File: config.mk
export PLATFORM = sky130hd
export DESIGN_NAME = serial_addsub_unit
export DESIGN_NICKNAME = d
export VERILOG_FILES = /design/src/rtl/serial_addsub_unit.sv
export SDC_FILE = /design/constraint.sdc
export NUM_CORES = 1
export LEC_CHECK = 0
export ABC_AREA = 1
export BUFFER_PORTS_ARGS = -buffer_cell sky130_fd_sc_hd__buf_2
export CAP_MARGIN = 10
export CORE_MARGIN = 5
export CORE_UTILIZATION = 40
export CTS_CLUSTER_SIZE = 14
export DETAILED_ROUTE_END_ITERATION = 10
export PLACE_DENSITY = 0.62
export SKIP_CTS_REPAIR_TIMING = 1
export SLEW_MARGIN = 20
export SYNTH_ARGS = -nofsm -noshare
export SYNTH_HDL_FRONTEND = slang
export SYNTH_SLANG_ARGS = --single-unit
File: constraint.sdc
create_clock -name clk -period 1.7 [get_ports clk]
set_input_delay 0.34 -clock clk [delete_from_list [all_inputs] [get_ports clk]]
set_output_delay 0.34 -clock clk [all_outputs]
set_load 0.02 [all_outputs]
File: src/rtl/serial_addsub_unit.sv
// Bit-serial WIDTH-bit adder/subtractor, LSB first, one bit per clock, start/done handshake.
// Define SERIAL_ADDSUB_OVERFLOW_EN to drive ovf with signed overflow; otherwise ovf is tied to 0.
module serial_addsub_unit #(
  parameter int unsigned WIDTH = 8
) (
  input  logic             clk,
  input  logic             rst_n,
  input  logic             start,
  input  logic             op,
  input  logic [WIDTH-1:0] a,
  input  logic [WIDTH-1:0] b,
  output logic             busy,
  output logic             done,
  output logic [WIDTH-1:0] result,
  output logic             cout,
  output logic             ovf
);

  localparam int unsigned CW = $clog2(WIDTH);
  localparam logic [CW-1:0] LastCnt = CW'(WIDTH - 1);

  typedef enum logic [1:0] {StIdle, StShift, StDone} state_e;

  state_e           state_q;
  logic [WIDTH-1:0] a_q;
  logic [WIDTH-1:0] b_q;
  logic             op_q;
  logic             c_q;
  logic [CW-1:0]    cnt_q;

  logic bit_s;
  logic c_next;

`ifdef SERIAL_ADDSUB_OVERFLOW_EN
  localparam logic [CW-1:0] MsbCnt = CW'(WIDTH - 2);
  logic c_msb_q;
  logic ovf_q;
  assign ovf = ovf_q;
`else
  assign ovf = 1'b0;
`endif

  // Full-adder / full-subtractor cell on the current LSBs.
  always_comb begin
    bit_s = a_q[0] ^ b_q[0] ^ c_q;
    if (op_q) begin
      c_next = (~a_q[0] & b_q[0]) | (~(a_q[0] ^ b_q[0]) & c_q);
    end else begin
      c_next = (a_q[0] & b_q[0]) | ((a_q[0] ^ b_q[0]) & c_q);
    end
  end

  always_ff @(posedge clk or negedge rst_n) begin
    if (!rst_n) begin
      state_q <= StIdle;
      a_q     <= '0;
      b_q     <= '0;
      op_q    <= 1'b0;
      c_q     <= 1'b0;
      cnt_q   <= '0;
      busy    <= 1'b0;
      done    <= 1'b0;
      result  <= '0;
      cout    <= 1'b0;
`ifdef SERIAL_ADDSUB_OVERFLOW_EN
      c_msb_q <= 1'b0;
      ovf_q   <= 1'b0;
`endif
    end else begin
      case (state_q)
        StIdle: begin
          done <= 1'b0;
          if (start) begin
            a_q     <= a;
            b_q     <= b;
            op_q    <= op;
            c_q     <= 1'b0;
            cnt_q   <= '0;
            result  <= '0;
            cout    <= 1'b0;
            busy    <= 1'b1;
`ifdef SERIAL_ADDSUB_OVERFLOW_EN
            c_msb_q <= 1'b0;
            ovf_q   <= 1'b0;
`endif
            state_q <= StShift;
          end
        end
        StShift: begin
          result <= {bit_s, result[WIDTH-1:1]};
          a_q    <= a_q >> 1;
          b_q    <= b_q >> 1;
          c_q    <= c_next;
          cnt_q  <= cnt_q + 1'b1;
`ifdef SERIAL_ADDSUB_OVERFLOW_EN
          // Carry/borrow entering the MSB cell.
          if (cnt_q == MsbCnt) begin
            c_msb_q <= c_next;
          end
`endif
          if (cnt_q == LastCnt) begin
            cout    <= c_next;
            busy    <= 1'b0;
`ifdef SERIAL_ADDSUB_OVERFLOW_EN
            ovf_q   <= c_msb_q ^ c_next;
`endif
            state_q <= StDone;
          end
        end
        StDone: begin
          done    <= 1'b1;
          state_q <= StIdle;
        end
        default: state_q <= StIdle;
      endcase
    end
  end

endmodule

# Word level (Yosys, flattened, before mapping)
# Cells that the tools add are included.
# totals
input_bits	20
ff_bits	34
output_inout_bits	12
elab_cells	53
# op_classes
reduce_logical	7
mux	20
bitwise_logic	10
addsub	1
n_eq_ne	5
# ops
op	n
$pmux W8 S2	3
$mux W8	3
$pmux W1 S2	4
$pmux W3 S2	1
$reduce_and A2 Y1	3
$mux W1	5
$and A1 B1 Y1	4
$mux W2	2
$ne A2 B2 Y1 const B	2
$pmux W2 S2	1
$reduce_bool A2 Y1	2
$add A3 B1 Y3 const B	1
$eq A3 B3 Y1 const B	1
$mux W3	1
$reduce_and A3 Y1	1
$eq A2 B1 Y1 const B	1
$eq A2 B2 Y1 const B	1
$logic_not A2 Y1	1
$not A1 Y1	2
$or A1 B1 Y1	2
$xor A1 B1 Y1	2

# Logic depth before layout (Yosys ltp)
# Gate-level depths: netlist of run 1.
# logic_depth
ltp_word	7
depth_mapped	9
ltp_nobuf	8

# Least setup slack after synthesis of run 1
# OpenSTA, ideal clock, no wires.
# synth_timing
path_type	register -> register
from	register a_q[0]
to	register cout
setup_slack_ns	0.468
period_less_slack_ns	1.232
setup_time_ns	0.116
path_buffers	0
t_required_ns	1.584
t_arrival_ns	1.115
path_stages_with_launch	9
cell_sequence	dfrtp_1 inv_1 fa_1 inv_1 nand2_1 nand2_1 nor2_1 nand2_1 nand2_1
# synth_via
elab_chain_cells	7
word_cells_on_any_way	12
classes_between	mux (3); bitwise (9)
# synth_rtl
element	line	rtl
start, declared	25	logic [WIDTH-1:0] a_q;
start signal, assigned	91	a_q <= a_q >> 1;
$xor A1 B1 Y1	47, 49	
$not A1 Y1	47	c_next = (~a_q[0] & b_q[0]) | (~(a_q[0] ^ b_q[0]) & c_q);
$and A1 B1 Y1	47	
$or A1 B1 Y1	47	
$mux W1 (*)	46	if (op_q) begin
$mux W1 (*)	101	if (cnt_q == LastCnt) begin
$pmux W1 S2 (*)	70	case (state_q)
end signal, assigned	102	cout <= c_next;
end, declared	15	output logic cout,
# Every way passes the cells marked *; elsewhere a longest branch is shown, timed or not. The select of a mux whose other input is x is not followed.
# A chain may end at the register's enable or synchronous reset.

# Worst setup path after layout of run 1
# layout_timing
from	register state_q[0]
to	register b_q[1]
# layout_via
elab_chain_cells	3
word_cells_on_any_way	6
classes_between	eq/ne (2); mux (1); reduce/logical (3)
# layout_rtl
element	line	rtl
start, declared	24	state_e state_q;
start signal, assigned	55	state_q <= StIdle;
start signal, assigned	86	state_q <= StShift;
start signal, assigned	107	state_q <= StDone;
$eq A2 B1 Y1 or $logic_not A2 Y1 (tied branches)	70	
$reduce_bool A2 Y1 (no line) or $ne A2 B2 Y1 (tied branches)	-	
$reduce_and A2 Y1 (no line)	-	
end signal, assigned	92	b_q <= b_q >> 1;
end, declared	26	logic [WIDTH-1:0] b_q;
# Parallel ways exist; a longest one is shown, timed or not.

==> flow_metrics.tcl, run 1 <==
set metrics [dict create \
    syn_avg_cell_area_um2 8.139 \
    status "complete, but fails checks" \
    hold_slack_ns -0.01430 \
    yosysWarnings 0 \
    r2r_cells 7 \
    ff2ff_setup_slack_ns 0.31 \
    drc 0 \
    start_util 0.4088 \
    critPathLaunchType "register" \
    leakagePower_uw 0.001074 \
    nFillCells 386 \
    rr_endpoint "b_q[1]" \
    ant_nets 0 \
    clockRootBuffer "clkbuf_8" \
    die_h_um 73.48 \
    p_per_area_mw_per_mm2 1937 \
    routed_via_density 4.420 \
    endpoint_kind "register" \
    slew_viol_final 0 \
    period_needed_ns 1.386 \
    dr.pass1.iters 4 \
    synth_edf_count 0 \
    num_vias 1242 \
    ys_seq_area_frac 0.5280 \
    violations "negative hold slack" \
    hold_violations 16 \
    synthArstFlopShare 1.000 \
    min_period_over_period 0.8150 \
    netlist_instances 198 \
    grt_overflow 0 \
    max_freq_ghz 0.7217 \
    grt_max_degree 19 \
    hold_path.class "in2async" \
    cap_violations 0 \
    wirelength_um 3106 \
    cts_made_buffers 5 \
    antenna_found_initial 0 \
    grt_pass1_vias 1173 \
    crit_type "reg2reg" \
    nNetsFinal 254 \
    cp_max_fo 16 \
    synth_top_flop_cell "dfrtp_1" \
    timing.rr.start "state_q[0]" \
    drive_above_1_share 0.2035 \
    fp.dieArea_mm2 0.005399 \
    row_count 23 \
    instances_no_fill 281 \
    dp.cells 273 \
    diodes 0 \
    io_pins 32 \
    place.gp.congestion 0.7653 \
    port_buffers 30 \
    fin_worst_skew_ns 0.003991 \
    synth_nets 222 \
    track_usage 0.1283 \
    synth_cell_types 20 \
    post-dp-hpwl_um 2259 \
    synth-seq-cells 34 \
    utilization 0.4770 \
    final_cell_mix "nand2_1, dfrtp_1, buf_2, inv_1, o22ai_1" \
    syn_to_final_growth_pct 16.69 \
    htree_levels 2 \
    netlist_area_mm2 0.001612 \
    ir_drop_uv 864.9 \
    path_clk_slew_ns 0.07 \
    final_common_cell "nand2_1" \
    cp_data_required_time_ns 1.87 \
    post_drt_wl_per_cell_um 11.05 \
    max-clock-path-buffers 2 \
    cts_tree "done" \
    core-area_mm2 0.003943 \
    grt_pass1_wl_um 5347 \
    fin_tns_setup_ns 0 \
    clk_latency_ns 0.28 \
    drtIter0Drc 79 \
    critical_path_arrival_ns 1.56 \
    clock-sinks 34 \
    setup_viol 0 \
    rsz0062_at_grt "no" \
    fp.dieW_um 73.48 \
]
## cells in the mapped netlist, types with 4 or more instances
cell / count / area share
buf_6: 4 / 0.028
dfrtp_1: 34 / 0.53
inv_1: 20 / 0.047
nand2_1: 100 / 0.23
nor2_1: 6 / 0.014
o21ai_0: 5 / 0.016
o22ai_1: 8 / 0.031
## layout make-up
cell class,instances,area (µm²),area share
clock buffers,7,86.33,0.04591
clock inverters,1,5.005,0.002661
inverters,23,91.34,0.04857
multi-input cells,133,599.3,0.3187
flip-flops and latches,34,850.8,0.4524
well taps,50,62.56,0.03327
repair buffers,33,185.2,0.09847
## registers in the layout, indices dropped and copies added, names as in the netlist
signal   count
b_q          8
state_q      2
op_q         1
cout         1
c_q          1
a_q          8
busy         1
done         1
result       8
cnt_q        3
## metrics by stage
stage / instance area (µm²) / worst slack (ns) / total power (µW) / hold WS [ns]
final: 1881 / 0.3145 / 3642 / -0.01430
after global routing: 1881 / 0.1522 / 4014 / 0.01335
after detailed placement: 1789 / 0.3038 / 3078 / 0.2981
after global placement: 1789 / 0.3467 / 3054 / 0.3008
after floorplan: 1612 / 0.4684 / 2747 / 0.04441
after CTS: 1881 / 0.2897 / 3702 / -0.008173
## layer usage
layer / up-vias / share of wire / wire, µm / global-route usage
li1: 655 / - / - / -
met1: 561 / 0.49 / 1522 / 0.1791
met2: 21 / 0.45 / 1412 / 0.1880
met3: 5 / 0.040 / 125 / 0.04104
met4: 0 / 0.015 / 46 / 0.04225
met5: - / 0 / 0 / 0
## critical path, cell delays in order (launching register included)
cell and delay [ns]:
dfrtp_1 0.42, nand2_2 0.25, buf_4 0.29, inv_6 0.09
nand2_1 0.07, nand2_1 0.04, nand2_1 0.05, nand2_1 0.05
## power breakdown
group / internal [µW] / leakage, µW / switching (µW) / total (µW)
combinational: 571 / 0.000594 / 1090 / 1660
sequential: 1170 / 0.000432 / 204 / 1380
clock: 326 / 0.0000482 / 280 / 607
total: 2070 / 0.00107 / 1570 / 3640
## cell families after synthesis
family	share of synthesized area
AOI/OAI and AO/OA	0.06367
adders and majority gates	0.04037
buffers and inverters	0.1002
DFF	0.5280
other	0.002327
and+or+nand+nor	0.2655
## worst max-delay path by stage
stage	end	from	slack, ns	depth (start not counted)
6_report	b_q[1]	state_q[0]	0.31	7
5_1_grt	b_q[3]	state_q[0]	0.15	7
4_1_cts	b_q[1]	state_q[1]	0.29	8
3_5_place_dp	b_q[1]	state_q[1]	0.30	8
3_3_place_gp	b_q[5]	state_q[0]	0.35	7
2_1_floorplan	cout	a_q[0]	0.47	8
(Power assumes the default switching activity.)
==> run 2: changes to the inputs <==
- ABC_AREA: 1 -> 0
- PLACE_DENSITY: 0.62 -> 0.65
- clock period: 1.7 -> 1.1 ns (I/O delays scaled with it)
==> flow_metrics.tcl, run 2 <==
set metrics [dict create \
    cts_made_buffers 5 \
    min_to "op_q" \
    nFillCells 340 \
    die_h_um 72.23 \
    row_count 22 \
    grt_max_degree 35 \
    final_common_cell "dfrtp_1" \
    dr.pass1.iters 4 \
    rr_endpoint "result[7]" \
    netlist_instances 138 \
    min_period_over_period 1.121 \
    antenna_found_initial 0 \
    synth.area.top_cells "dfrtp_1, o21ai_0, a22oi_1, a22o_1, nand2_1" \
    routed_via_density 5.286 \
    dp.cells 221 \
    synth_top_area_frac 0.5493 \
    multi_input_area_um2 655.6 \
    ant_nets 0 \
    timing.rr.start "b_q[0]" \
    ir_drop_uv 1062 \
    p_total_uw 5260 \
    start_util 0.4168 \
    crit_type "reg2reg" \
    power.switching_uw 1901 \
    cp_max_fo 3 \
    yosys.area.top_type "dfrtp_1" \
    post_drt_wl_per_cell_um 14.71 \
    post-dp-hpwl_um 2462 \
    period_needed_ns 1.233 \
    setup_ws_ns -0.1330 \
    max-clock-path-buffers 2 \
    r2r_cells 2 \
    diodes 0 \
    synth_cell_types 24 \
    p_int_uw 3359 \
    synth_nets 162 \
    instances_no_fill 234 \
    violations "negative setup slack" \
    seqPwrFrac 0.406 \
    clockRootBuffer "clkbuf_8" \
    wirelength_um 3442 \
    cp_data_required_time_ns 1.27 \
    nNetsFinal 209 \
    htree_levels 2 \
    synthArstFlopShare 1.000 \
    clock-sinks 34 \
    synth_edf_count 0 \
    io_pins 32 \
    max_freq_ghz 0.8110 \
    fp.dieW_um 72.23 \
    hold_path.class "in2reg" \
    endpoint_kind "register" \
    netlist_area_mm2 0.001549 \
    status "complete, but fails checks" \
    rsz0062_at_grt "yes" \
    cts_tree "done" \
    final_cell_mix "dfrtp_1, buf_2, buf_4, nand2_1, a22oi_1" \
    comb_power_share 0.419 \
    clockPowerShare 0.175 \
    num_vias 1237 \
    fin_tns_setup_ns -1.419 \
    core-area_mm2 0.003716 \
    port_buffers 30 \
    grt_pass1_wl_um 5940 \
    place.gp.congestion 0.8050 \
    p_per_area_mw_per_mm2 2626 \
    ys_seq_area_frac 0.5493 \
    setup_viol 28 \
    synth_top_flop_cell "dfrtp_1" \
    utilization 0.5391 \
    yosysWarnings 0 \
    place_ws_ns -0.2924 \
    syn_avg_cell_area_um2 11.22 \
    fin_worst_skew_ns 0.003647 \
    path_clk_slew_ns 0.06 \
    netlist_top_cells_count "dfrtp_1, o21ai_0, a22oi_1, nand2_1, a22o_1" \
    switching_share 0.3614 \
    top_regs "a_q x8, b_q x8, result x8" \
    ff2ff_setup_slack_ns -0.13 \
    cap_violations 0 \
    hold_violations 0 \
    min_from "op" \
    drc 0 \
    holdPathStages 2 \
    track_usage 0.1464 \
    grt_pass1_vias 1250 \
    clk_latency_ns 0.28 \
    leakagePower_uw 0.0009824 \
    drtIter0Drc 85 \
    area.sequential_um2 854.6 \
    grt_overflow 0 \
    critical_path_arrival_ns 1.40 \
    slew_viol_final 0 \
    syn_to_final_growth_pct 29.32 \
    synth-seq-cells 34 \
    yosysMostFrequentCell "dfrtp_1" \
    fp.dieArea_mm2 0.005217 \
    drive_above_1_share 0.3925 \
    critPathLaunchType "register" \
]
-- run 2: how the worst max path moves through the flow --
stage               startpoint   endpoint  slack [ns]  depth (start not counted)
floorplan           state_q[1]       op_q       -0.08                          4
detailed placement  state_q[0]     a_q[0]       -0.29                          3
global placement    state_q[0]     b_q[5]       -0.13                          3
global route               c_q        c_q       -0.20                          3
finish                  b_q[0]  result[7]       -0.13                          2
CTS                 state_q[0]     a_q[0]       -0.31                          3
-- run 2: cells by family after synthesis --
kind of cell,synth area share
AO/OA/AOI/OAI,0.2205
buffers and inverters,0.05492
adder cells (fa/ha/maj),0.04200
AND/OR/NAND/NOR,0.1074
multiplexers,0.02342
other,0.002421
flip-flops,0.5493
-- run 2: area by class of cell --
| class | count | area share |
|---|---|---|
| Sequential cell | 34 | 0.4266 |
| Tap cell | 48 | 0.02998 |
| Inverter | 3 | 0.005621 |
| Clock buffer | 7 | 0.04310 |
| Timing Repair Buffer | 51 | 0.1649 |
| Clock inverter | 1 | 0.002498 |
| Multi-Input combinational cell | 90 | 0.3273 |
-- run 2: metrics by stage --
step | instance area, µm² | hold slack [ns]
floorplan | 1565 | -0.07559
global placement | 1831 | 0.1891
detailed placement | 1831 | 0.1909
CTS | 1922 | -0.1108
global route | 2003 | 0.1608
finish | 2003 | 0.1661
-- run 2: power groups by stage --
stage | registers (µW) | clock network (µW) | logic, µW
after floorplan | 2250 | 0 | 1180
after global placement | 2100 | 0 | 1880
after detailed placement | 2140 | 0 | 1990
after CTS | 2120 | 956 | 2000
after global routing | 2210 | 1000 | 2440
final | 2140 | 920 | 2200
-- run 2: layer usage --
layer / share of wire / wire [µm] / GRT usage
met1: 0.42 / 1448 / 0.1887
met2: 0.49 / 1698 / 0.2265
met3: 0.072 / 249 / 0.05263
met4: 0.013 / 45 / 0.05219
met5: 0 / 0 / 0
-- run 2: critical path: stages (launching register included) --
cell and delay (ns):
dfrtp_1 0.44, fa_2 0.47, a22o_1 0.21
==> run 3: changes to the inputs <==
- CORE_MARGIN: 5 -> 2
==> flow_metrics.tcl, run 3 (same netlist as run 2, synthesis figures left out) <==
set metrics [dict create \
    max_freq_ghz 0.8256 \
    antenna_found_initial 0 \
    grt_pass1_vias 1201 \
    post_drt_wl_per_cell_um 14.53 \
    diodes 0 \
    htree_levels 2 \
    instances_no_fill 241 \
    dp.cells 224 \
    port_buffers 30 \
    grt_max_degree 17 \
    drtIter0Drc 25 \
    p_per_area_mw_per_mm2 2618 \
    clock-sinks 34 \
    min_from "b[7]" \
    fin_worst_skew_ns 0.004307 \
    drive_above_1_share 0.5078 \
    start_util 0.4199 \
    min_period_over_period 1.101 \
    rsz0062_at_grt "yes" \
    ir_drop_uv 1299 \
    cp_slowest_stage_delay_ns 0.47 \
    cap_violations 0 \
    crit_type "reg2reg" \
    endpoint_kind "register" \
    nFillCells 324 \
    cp_max_fo 3 \
    io_pins 32 \
    core-area_mm2 0.003689 \
    utilization 0.5899 \
    hold_path.class "in2reg" \
    m1WireLength_um 1565 \
    cp_data_required_time_ns 1.28 \
    hold_slack_ns 0.1650 \
    track_usage 0.1714 \
    top_regs "a_q x8, b_q x8, result x8" \
    fp.dieArea_mm2 0.004386 \
    period_needed_ns 1.211 \
    clk_latency_ns 0.29 \
    critPathLaunchType "register" \
    post-dp-hpwl_um 2451 \
    die_h_um 66.23 \
    routed_via_density 5.087 \
    grt_overflow 0 \
    r2r_cells 2 \
    wl_met3_um 183 \
    timing.rr.start "a_q[0]" \
    ff2ff_setup_slack_ns -0.11 \
    wirelength_um 3502 \
    grt_pass1_wl_um 5533 \
    final_cell_mix "dfrtp_1, buf_2, o21ai_1, buf_6, buf_4" \
    dr.pass1.iters 4 \
    place_ws_ns -0.1090 \
    rr_endpoint "result[7]" \
    status "complete, but fails checks" \
    cts_made_buffers 5 \
    slowest_stage "fa_2" \
    place.gp.congestion 0.7822 \
    cts_tree "done" \
    fp.dieW_um 66.23 \
    setup_ws_ns -0.1113 \
    syn_to_final_growth_pct 40.47 \
    ant_nets 0 \
    holdPathStages 2 \
    crit_chain "fa_2 -> a22o_1" \
    max-clock-path-buffers 2 \
    drc 0 \
    dr_wl_met2_um 1688 \
    critical_path_arrival_ns 1.39 \
    clockRootBuffer "clkbuf_8" \
    highest_layer "met4" \
    nNetsFinal 216 \
    critPathBufInv 0 \
    path_clk_slew_ns 0.06 \
    violations "negative setup slack" \
    hold_violations 0 \
    leakagePower_uw 0.001045 \
    crit_family "adder cells" \
    num_vias 1226 \
    row_count 22 \
    setup_viol 27 \
    min_to "b_q[7]" \
    slew_viol_final 0 \
]
==> run 3: cell type report <==
cell class	count	area, µm²	share of cell area
clock buffer	8	80.08	0.03680
inverter	3	11.26	0.005175
multi-input combinational	90	732.0	0.3364
sequential	34	855.8	0.3933
tap	48	60.06	0.02760
timing repair buffer	58	436.7	0.2007
==> run 3: report_power, final <==
| part | internal, µW | leakage [µW] | switching (µW) |
|---|---|---|---|
| sequential | 1750 | 0.000433 | 468 |
| clock | 449 | 0.0000395 | 423 |
| combinational | 1410 | 0.000572 | 1200 |
| total | 3610 | 0.00104 | 2090 |
==> run 3: stage by stage <==
stage / total power (µW) / TNS, ns / instance area, µm²
after floorplan: 3431 / -0.8002 / 1565
after global placement: 4088 / -1.556 / 1866
after detailed placement: 4189 / -1.807 / 1866
after CTS: 5083 / -2.430 / 1946
after global routing: 6090 / -2.410 / 2176
final: 5697 / -0.9577 / 2176
==> run 3: worst reg2reg max path, stage by stage (launching register included) <==
cell	delay [ns]
dfrtp_1	0.43
fa_2	0.47
a22o_1	0.21
==> run 3: how the worst max path moves through the flow <==
stage	from	endpoint	slack (ns)	depth (start not counted)
after floorplan	state_q[1]	op_q	-0.08	4
after global placement	state_q[1]	result[2]	-0.08	3
after detailed placement	c_q	cout	-0.11	3
after CTS	state_q[1]	result[6]	-0.12	3
after global routing	c_q	c_q	-0.17	3
final	a_q[0]	result[7]	-0.11	2
==> run 3: per-layer routing <==
layer	up-vias	track usage
li1	593	-
met1	590	0.2033
met2	35	0.2875
met3	8	0.04770
met4	0	0.07653
met5	-	0
